<file path="src/rtl/sram_req_arbiter_if.sv">
// Bundle for the shared-SRAM arbiter: fetch side, data side, shared memory port
// and the sticky protocol-error flag.
interface sram_req_arbiter_if;
  // fetch side
  logic        inst_req;
  logic [31:0] inst_addr;
  logic        inst_addr_ok;
  logic        inst_data_ok;
  logic [31:0] inst_rdata;
  // data side
  logic        data_req;
  logic        data_wr;
  logic [1:0]  data_size;
  logic [3:0]  data_wstrb;
  logic [31:0] data_addr;
  logic [31:0] data_wdata;
  logic        data_addr_ok;
  logic        data_data_ok;
  logic [31:0] data_rdata;
  // shared memory port
  logic        mem_req;
  logic        mem_wr;
  logic [1:0]  mem_size;
  logic [3:0]  mem_wstrb;
  logic [31:0] mem_addr;
  logic [31:0] mem_wdata;
  logic        mem_addr_ok;
  logic        mem_data_ok;
  logic [31:0] mem_rdata;
  // status
  logic        arb_err;

  // arbiter view
  modport slave (
    input  inst_req, inst_addr,
    output inst_addr_ok, inst_data_ok, inst_rdata,
    input  data_req, data_wr, data_size, data_wstrb, data_addr, data_wdata,
    output data_addr_ok, data_data_ok, data_rdata,
    output mem_req, mem_wr, mem_size, mem_wstrb, mem_addr, mem_wdata,
    input  mem_addr_ok, mem_data_ok, mem_rdata,
    output arb_err
  );

  // environment view (requesters + memory)
  modport master (
    output inst_req, inst_addr,
    input  inst_addr_ok, inst_data_ok, inst_rdata,
    output data_req, data_wr, data_size, data_wstrb, data_addr, data_wdata,
    input  data_addr_ok, data_data_ok, data_rdata,
    input  mem_req, mem_wr, mem_size, mem_wstrb, mem_addr, mem_wdata,
    output mem_addr_ok, mem_data_ok, mem_rdata,
    input  arb_err
  );
endinterface

</file>
<file path="src/rtl/sram_req_arbiter.sv">
// Two-requester arbiter for one SRAM-like req/addr_ok/data_ok port.
// Data side wins over fetch; a grant is held until addr_ok. An owner-bit FIFO
// steers the in-order completions back to whoever issued each transaction.
module sram_req_arbiter #(
  parameter int MAX_OUTSTANDING = 2
) (
  input  logic            clk,
  input  logic            resetn,
  sram_req_arbiter_if.slave bus
);

  localparam int PW = (MAX_OUTSTANDING > 1) ? $clog2(MAX_OUTSTANDING) : 1;

  localparam logic [1:0] S_IDLE  = 2'd0;
  localparam logic [1:0] S_DHOLD = 2'd1;
  localparam logic [1:0] S_IHOLD = 2'd2;

  logic [1:0]                 r_state;
  logic [1:0]                 w_state_nxt;
  logic [MAX_OUTSTANDING-1:0] r_own;
  logic [PW-1:0]              r_wptr;
  logic [PW-1:0]              r_rptr;
  logic [PW:0]                r_count;
  logic                       r_err;

  logic w_full;
  logic w_push;
  logic w_pop;
  logic w_head;
  logic w_orphan;

  assign w_full   = (r_count == (PW+1)'(MAX_OUTSTANDING));
  assign w_push   = bus.mem_req & bus.mem_addr_ok;
  // completions with nothing outstanding are protocol errors, never pops
  assign w_pop    = bus.mem_data_ok & (r_count != '0);
  assign w_orphan = bus.mem_data_ok & (r_count == '0);
  assign w_head   = r_own[r_rptr];

  // Grant decision: only IDLE looks at requests, using the registered count,
  // so a pop in a full cycle enables a grant decision one cycle later.
  always_comb begin
    w_state_nxt = r_state;
    case (r_state)
      S_IDLE: begin
        if (!w_full) begin
          if (bus.data_req)      w_state_nxt = S_DHOLD;
          else if (bus.inst_req) w_state_nxt = S_IHOLD;
        end
      end
      S_DHOLD, S_IHOLD: begin
        if (bus.mem_addr_ok) w_state_nxt = S_IDLE;
      end
      default: w_state_nxt = S_IDLE;
    endcase
  end

  // State register; a held grant is never pre-empted.
  always_ff @(posedge clk or negedge resetn) begin
    if (!resetn) r_state <= S_IDLE;
    else         r_state <= w_state_nxt;
  end

  // Owner FIFO: push owner on address handshake, pop on completion.
  always_ff @(posedge clk or negedge resetn) begin
    if (!resetn) begin
      r_own   <= '0;
      r_wptr  <= '0;
      r_rptr  <= '0;
      r_count <= '0;
    end else begin
      if (w_push) begin
        r_own[r_wptr] <= (r_state == S_DHOLD);
        r_wptr        <= r_wptr + PW'(1);
      end
      if (w_pop) r_rptr <= r_rptr + PW'(1);
      case ({w_push, w_pop})
        2'b10:   r_count <= r_count + (PW+1)'(1);
        2'b01:   r_count <= r_count - (PW+1)'(1);
        default: r_count <= r_count;
      endcase
    end
  end

  // Sticky error: completion arrived with nothing outstanding.
  always_ff @(posedge clk or negedge resetn) begin
    if (!resetn)       r_err <= 1'b0;
    else if (w_orphan) r_err <= 1'b1;
  end

  // Memory-port mux: data payload in D_HOLD, fixed word read of inst_addr otherwise.
  always_comb begin
    bus.mem_req   = (r_state == S_DHOLD) | (r_state == S_IHOLD);
    bus.mem_wr    = 1'b0;
    bus.mem_size  = 2'd2;
    bus.mem_wstrb = 4'b0000;
    bus.mem_addr  = bus.inst_addr;
    bus.mem_wdata = 32'h0;
    if (r_state == S_DHOLD) begin
      bus.mem_wr    = bus.data_wr;
      bus.mem_size  = bus.data_size;
      bus.mem_wstrb = bus.data_wstrb;
      bus.mem_addr  = bus.data_addr;
      bus.mem_wdata = bus.data_wdata;
    end
  end

  assign bus.inst_addr_ok = bus.mem_addr_ok & (r_state == S_IHOLD);
  assign bus.data_addr_ok = bus.mem_addr_ok & (r_state == S_DHOLD);
  assign bus.inst_data_ok = w_pop & ~w_head;
  assign bus.data_data_ok = w_pop &  w_head;
  assign bus.inst_rdata   = bus.mem_rdata;
  assign bus.data_rdata   = bus.mem_rdata;
  assign bus.arb_err      = r_err;

endmodule

</file>
<file path="src/flat_wrapper.sv">
// flat-port wrapper written by rule: the top's interface ports become plain ports
module sram_req_arbiter_flat 
#(
  parameter int MAX_OUTSTANDING = 2
)
  (clk, resetn, bus_inst_req, bus_inst_addr, bus_inst_addr_ok, bus_inst_data_ok, bus_inst_rdata, bus_data_req, bus_data_wr, bus_data_size, bus_data_wstrb, bus_data_addr, bus_data_wdata, bus_data_addr_ok, bus_data_data_ok, bus_data_rdata, bus_mem_req, bus_mem_wr, bus_mem_size, bus_mem_wstrb, bus_mem_addr, bus_mem_wdata, bus_mem_addr_ok, bus_mem_data_ok, bus_mem_rdata, bus_arb_err);
  sram_req_arbiter_if bus_i ();
  input  logic clk;
  input  logic resetn;
  input wire logic [$bits(bus_i.inst_req)-1:0] bus_inst_req;
  input wire logic [$bits(bus_i.inst_addr)-1:0] bus_inst_addr;
  output wire logic [$bits(bus_i.inst_addr_ok)-1:0] bus_inst_addr_ok;
  output wire logic [$bits(bus_i.inst_data_ok)-1:0] bus_inst_data_ok;
  output wire logic [$bits(bus_i.inst_rdata)-1:0] bus_inst_rdata;
  input wire logic [$bits(bus_i.data_req)-1:0] bus_data_req;
  input wire logic [$bits(bus_i.data_wr)-1:0] bus_data_wr;
  input wire logic [$bits(bus_i.data_size)-1:0] bus_data_size;
  input wire logic [$bits(bus_i.data_wstrb)-1:0] bus_data_wstrb;
  input wire logic [$bits(bus_i.data_addr)-1:0] bus_data_addr;
  input wire logic [$bits(bus_i.data_wdata)-1:0] bus_data_wdata;
  output wire logic [$bits(bus_i.data_addr_ok)-1:0] bus_data_addr_ok;
  output wire logic [$bits(bus_i.data_data_ok)-1:0] bus_data_data_ok;
  output wire logic [$bits(bus_i.data_rdata)-1:0] bus_data_rdata;
  output wire logic [$bits(bus_i.mem_req)-1:0] bus_mem_req;
  output wire logic [$bits(bus_i.mem_wr)-1:0] bus_mem_wr;
  output wire logic [$bits(bus_i.mem_size)-1:0] bus_mem_size;
  output wire logic [$bits(bus_i.mem_wstrb)-1:0] bus_mem_wstrb;
  output wire logic [$bits(bus_i.mem_addr)-1:0] bus_mem_addr;
  output wire logic [$bits(bus_i.mem_wdata)-1:0] bus_mem_wdata;
  input wire logic [$bits(bus_i.mem_addr_ok)-1:0] bus_mem_addr_ok;
  input wire logic [$bits(bus_i.mem_data_ok)-1:0] bus_mem_data_ok;
  input wire logic [$bits(bus_i.mem_rdata)-1:0] bus_mem_rdata;
  output wire logic [$bits(bus_i.arb_err)-1:0] bus_arb_err;
  assign bus_i.inst_req = bus_inst_req;
  assign bus_i.inst_addr = bus_inst_addr;
  assign bus_inst_addr_ok = bus_i.inst_addr_ok;
  assign bus_inst_data_ok = bus_i.inst_data_ok;
  assign bus_inst_rdata = bus_i.inst_rdata;
  assign bus_i.data_req = bus_data_req;
  assign bus_i.data_wr = bus_data_wr;
  assign bus_i.data_size = bus_data_size;
  assign bus_i.data_wstrb = bus_data_wstrb;
  assign bus_i.data_addr = bus_data_addr;
  assign bus_i.data_wdata = bus_data_wdata;
  assign bus_data_addr_ok = bus_i.data_addr_ok;
  assign bus_data_data_ok = bus_i.data_data_ok;
  assign bus_data_rdata = bus_i.data_rdata;
  assign bus_mem_req = bus_i.mem_req;
  assign bus_mem_wr = bus_i.mem_wr;
  assign bus_mem_size = bus_i.mem_size;
  assign bus_mem_wstrb = bus_i.mem_wstrb;
  assign bus_mem_addr = bus_i.mem_addr;
  assign bus_mem_wdata = bus_i.mem_wdata;
  assign bus_i.mem_addr_ok = bus_mem_addr_ok;
  assign bus_i.mem_data_ok = bus_mem_data_ok;
  assign bus_i.mem_rdata = bus_mem_rdata;
  assign bus_arb_err = bus_i.arb_err;
  sram_req_arbiter #(.MAX_OUTSTANDING(MAX_OUTSTANDING)) u_core (.clk(clk), .resetn(resetn), .bus(bus_i));
endmodule
</file>
<file path="config.mk">
export PLATFORM = sky130hd
export DESIGN_NAME = sram_req_arbiter_flat
export DESIGN_NICKNAME = d
export VERILOG_FILES = /design/src/rtl/sram_req_arbiter_if.sv /design/src/rtl/sram_req_arbiter.sv /design/src/flat_wrapper.sv
export SDC_FILE = /design/constraint.sdc
export NUM_CORES = 1
export LEC_CHECK = 0
export CAP_MARGIN = 20
export CORE_AREA = 2 2 109 111
export CTS_BUF_LIST = sky130_fd_sc_hd__clkbuf_2
export DETAILED_ROUTE_END_ITERATION = 10
export DIE_AREA = 0 0 111 113
export MAX_ROUTING_LAYER = met4
export PLACE_DENSITY = 0.68
export SKIP_LAST_GASP = 1
export SLEW_MARGIN = 20
export SYNTH_ARGS = -nofsm -noshare
export SYNTH_HDL_FRONTEND = slang
export SYNTH_SLANG_ARGS = --single-unit
</file>
<file path="constraint.sdc">
create_clock -name clk -period 1.9 [get_ports clk]
set_input_delay 0.285 -clock clk [delete_from_list [all_inputs] [get_ports clk]]
set_output_delay 0.285 -clock clk [all_outputs]
set_load 0.05 [all_outputs]
</file>
==> PnR_summary.wiki <==
{| class="wikitable"
! Metric !! Value
|-
| Simple-Gate Fraction of Synth Area || 20.8%
|-
| Largest net degree at the start of global routing || 15
|-
| Synthesized area divided by synthesized cell count || 8.70 sq um
|-
| Maximum frequency from static timing analysis || 519 MHz
|-
| Count of nets left with antenna violations after detail routing || 0
|-
| Worst-case clock buffer depth || 2
|-
| Gate Count Post-Synth || 187
|-
| Run status || finished with violations
|-
| Post-layout net count || 463
|-
| Complex-gate fraction of the synthesized area || 2.08%
|-
| Fraction of registers with async set/reset || 100%
|-
| Die extent in y || 113 um
|-
| Setup slack of the critical path after layout || -0.0256 ns
|-
| Syn Nets || 332
|-
| Commonest cells after routing, fill and taps aside || sky130_fd_sc_hd__clkdlybuf4s50_1, sky130_fd_sc_hd__buf_12, sky130_fd_sc_hd__and2_4
|-
| Data arrival at the endpoint of the critical path || 1.64 ns
|-
| Fraction of the yosys area taken by sequential cells || 13.8%
|-
| Area occupied by multi-input gates || 995 sq um
|-
| Count of endpoints failing hold in the final timing report || 0
|-
| Sink Count || 9
|-
| Number of global-route vias before repair || 1833
|-
| Quantity of hold-fixing buffers added after cts || 0
|-
| Violated checks || setup timing
|-
| Total Routing Usage GR || 12.0%
|-
| Final setup violation count || 20
|-
| Launching instance or port of the critical path || u_core.r_state[1]
|-
| Core Area || 11300 sq um
|-
| Crit path time final || 1.93 ns
|-
| Overall via count from detail_route || 1702
|-
| Final weighted congestion in routability-driven placement || 0.896
|-
| TritonCTS clock tree || done
|-
| P&R area growth vs syn || 138%
|-
| First DRT Iteration DRCs || 52
|-
| Max-cap violations || 0
|-
| Antenna diode count || 0
|-
| First-pass GRT wire length || 11.4 mm
|-
| Power Dens Cells || 1430 nW/um^2
|-
| Share of the cycle needed by the critical path after routing || 101%
|-
| Row cnt || 39
|-
| Overflow left after global routing || 0
|-
| Inserted Clock Buffers || 3
|-
| Post-synthesis share of cell area spent on full adders, half adders and majority gates || 3.08%
|-
| Post-synthesis cell area || 1630 sq um
|-
| Area after detailed placement || 3530 sq um
|-
| RSZ-0062 raised after global routing || true
|-
| Number of synthesized register bits || 9
|-
| Layout cell share with drive strength beyond 1 || 51.1%
|-
| Overall die width || 111 um
|-
| Clock slew at reported path FFs || 0.09 ns
|-
| Worst slew pin tran || 0.493 ns
|-
| Max H-tree Level || 1
|-
| Max-Slew Margin vs Limit || 67.0%
|-
| Critical-path top delay cell || sky130_fd_sc_hd__dfrtp_1
|-
| Combinational family with the most area after synthesis || buffers and inverters
|-
| Insertion delay to the later sink of the worst-skew pair || 0.25 ns
|-
| Critical path capture point type || output port
|-
| Average wire per cell in the routed design || 16.9 um
|-
| Number of search-and-repair iterations in the first detailed-routing pass || 4
|-
| Antenna violations before repair || 0
|-
| Fill cell count || 1119
|-
| Post-route design area || 3880 sq um
|-
| DRC violation count after routing || 0
|-
| Endpoint required time on the critical path || 1.62 ns
|-
| Port buffer count || 185
|-
| Max rail drop VDD || 1050 uV
|-
| Reported leakage power || 0.00164 uW
|-
| Starting Density || 14.4%
|-
| Total negative slack for setup checks || -0.189 ns
|-
| Max-slew violations || 0
|-
| EDFF count, synth || 0
|-
| Post-route clock skew || 0.00616 ns
|-
| Worst min-delay path category || primary input to async pin
|-
| Type of element launching the critical path || flip-flop
|-
| Overall die area || 12500 sq um
|-
| Critical path class || flip-flop to output port
|-
| Fraction of synthesized area in multiplexers || 24.2%
|-
| Sequential cell area || 225 sq um
|-
| Worst-case reg-to-reg path depth || 7
|-
| Number of top-level design ports || 282
|-
| Library cells used by synthesis || 24
|-
| Beginning of the worst register-to-register path || u_core.r_state[0]
|-
| Post-Synth XOR/XNOR Area || 2.69%
|-
| Number of warning messages in the yosys log || 0
|-
| Commonest non-fill, non-tap cell in the layout || sky130_fd_sc_hd__clkdlybuf4s50_1
|-
| CTS Root Cell || sky130_fd_sc_hd__clkbuf_2
|-
| CP peak stage delay || 0.41 ns
|-
| CP max FO || 10
|-
| Via density || 3.70
|-
| Half-perimeter wire length after detailed placement || 6.11 mm
|-
| Cells along the critical path || inv_2 > ha_4 > buf_12 > mux2_2 > buf_4
|-
| Wire length reported by the detailed router || 7.78 mm
|-
| Pre-CTS worst setup slack || 0.151 ns
|-
| Commonest register cell after synthesis || sky130_fd_sc_hd__dfrtp_1
|}
-- synthesized netlist by cell type, types with 2 or more instances --
cell type	instances	area, sq um
sky130_fd_sc_hd__dfrtp_1	9	225
sky130_fd_sc_hd__xnor2_1	4	35.0
sky130_fd_sc_hd__buf_6	2	22.5
sky130_fd_sc_hd__nor2_1	4	15.0
sky130_fd_sc_hd__buf_4	65	488
sky130_fd_sc_hd__clkbuf_1	4	15.0
sky130_fd_sc_hd__ha_1	4	50.1
sky130_fd_sc_hd__nand3_1	2	10.0
sky130_fd_sc_hd__nand2b_1	4	25.0
sky130_fd_sc_hd__and2_1	40	250
sky130_fd_sc_hd__mux2_2	34	383
sky130_fd_sc_hd__inv_1	3	11.3
-- stage by stage --
stage | util [%] | hold WS (ns) | total power, uW | instances
finish | 34.4 | 0.323 | 5550 | 460
global route | 34.4 | 0.361 | 5760 | 460
CTS | 34.7 | 0.335 | 5660 | 462
detailed placement | 31.4 | 0.446 | 4810 | 449
global placement | 31.4 | 0.444 | 4760 | 449
floorplan | - | -0.0106 | 3300 | 187
-- cell type report --
| cell class | instances | share of cell area [%] |
|---|---|---|
| repair buffers | 198 | 63.1 |
| multi-input cells | 103 | 25.7 |
| flip-flops and latches | 9 | 5.81 |
| well taps | 143 | 4.61 |
| clock buffers | 4 | 0.516 |
| inverters | 3 | 0.290 |
-- metal layers --
metal	wire (um)	up-vias	track usage, %
met5	0	-	-
met4	310	0	5.33
met3	590	24	2.79
met2	3750	115	18.9
met1	3130	767	14.7
li1	-	796	-
-- logic make-up (layout without fill, tap and decap cells) --
| kind of cell | count (synthesis) | count (layout) |
|---|---|---|
| XOR/XNOR | 5 | 5 |
| multiplexers | 35 | 35 |
| flip-flops | 9 | 9 |
| AO/OA/AOI/OAI | 5 | 5 |
| AND/OR/NAND/NOR | 54 | 54 |
| adder cells (fa/ha/maj) | 4 | 4 |
| buffers and inverters | 75 | 205 |
-- critical path, delay by kind of cell, from the launching register on --
| kind | cells | cell delay, ns |
|---|---|---|
| fa+ha+maj | 1 | 0.20 |
| buf+inv | 3 | 0.42 |
| flops | 1 | 0.41 |
| mux | 1 | 0.35 |
-- path summary, 6_finish.rpt --
check	to	slack (ns)
setup reg to reg	u_core.r_count[1]	0.10
max in group asynchronous	u_core.r_own[1]	1.28
hold / removal	u_core.bus.arb_err	0.32
hold reg to reg	u_core.bus.arb_err	0.47
setup / recovery	bus_mem_addr[20]	-0.03
min in group clk	u_core.bus.arb_err	0.47
-- registers in the layout (all words and copies together) (netlist names) --
| register | count |
|---|---|
| u_core.bus.arb_err | 1 |
| u_core.r_count | 2 |
| u_core.r_own | 2 |
| u_core.r_rptr | 1 |
| u_core.r_state | 2 |
| u_core.r_wptr | 1 |
-- power by group --
group	switching, uW	internal (uW)	leakage, uW	total [uW]
logic	2620	2440	0.00151	5060
clock network	68.2	55.9	0.0000166	124
registers	88.8	280	0.000107	369
total	2770	2770	0.00164	5550
-- timing repair --
| item | CTS | global route |
|---|---|---|
| setup buffers | 7 | 0 |
| setup endpoints to repair | 61 | 72 |
| pin swaps | 0 | 0 |
| resized for setup | 71 | 6 |
| cloned | 2 | 0 |
Power figures use the tool's default switching activity.
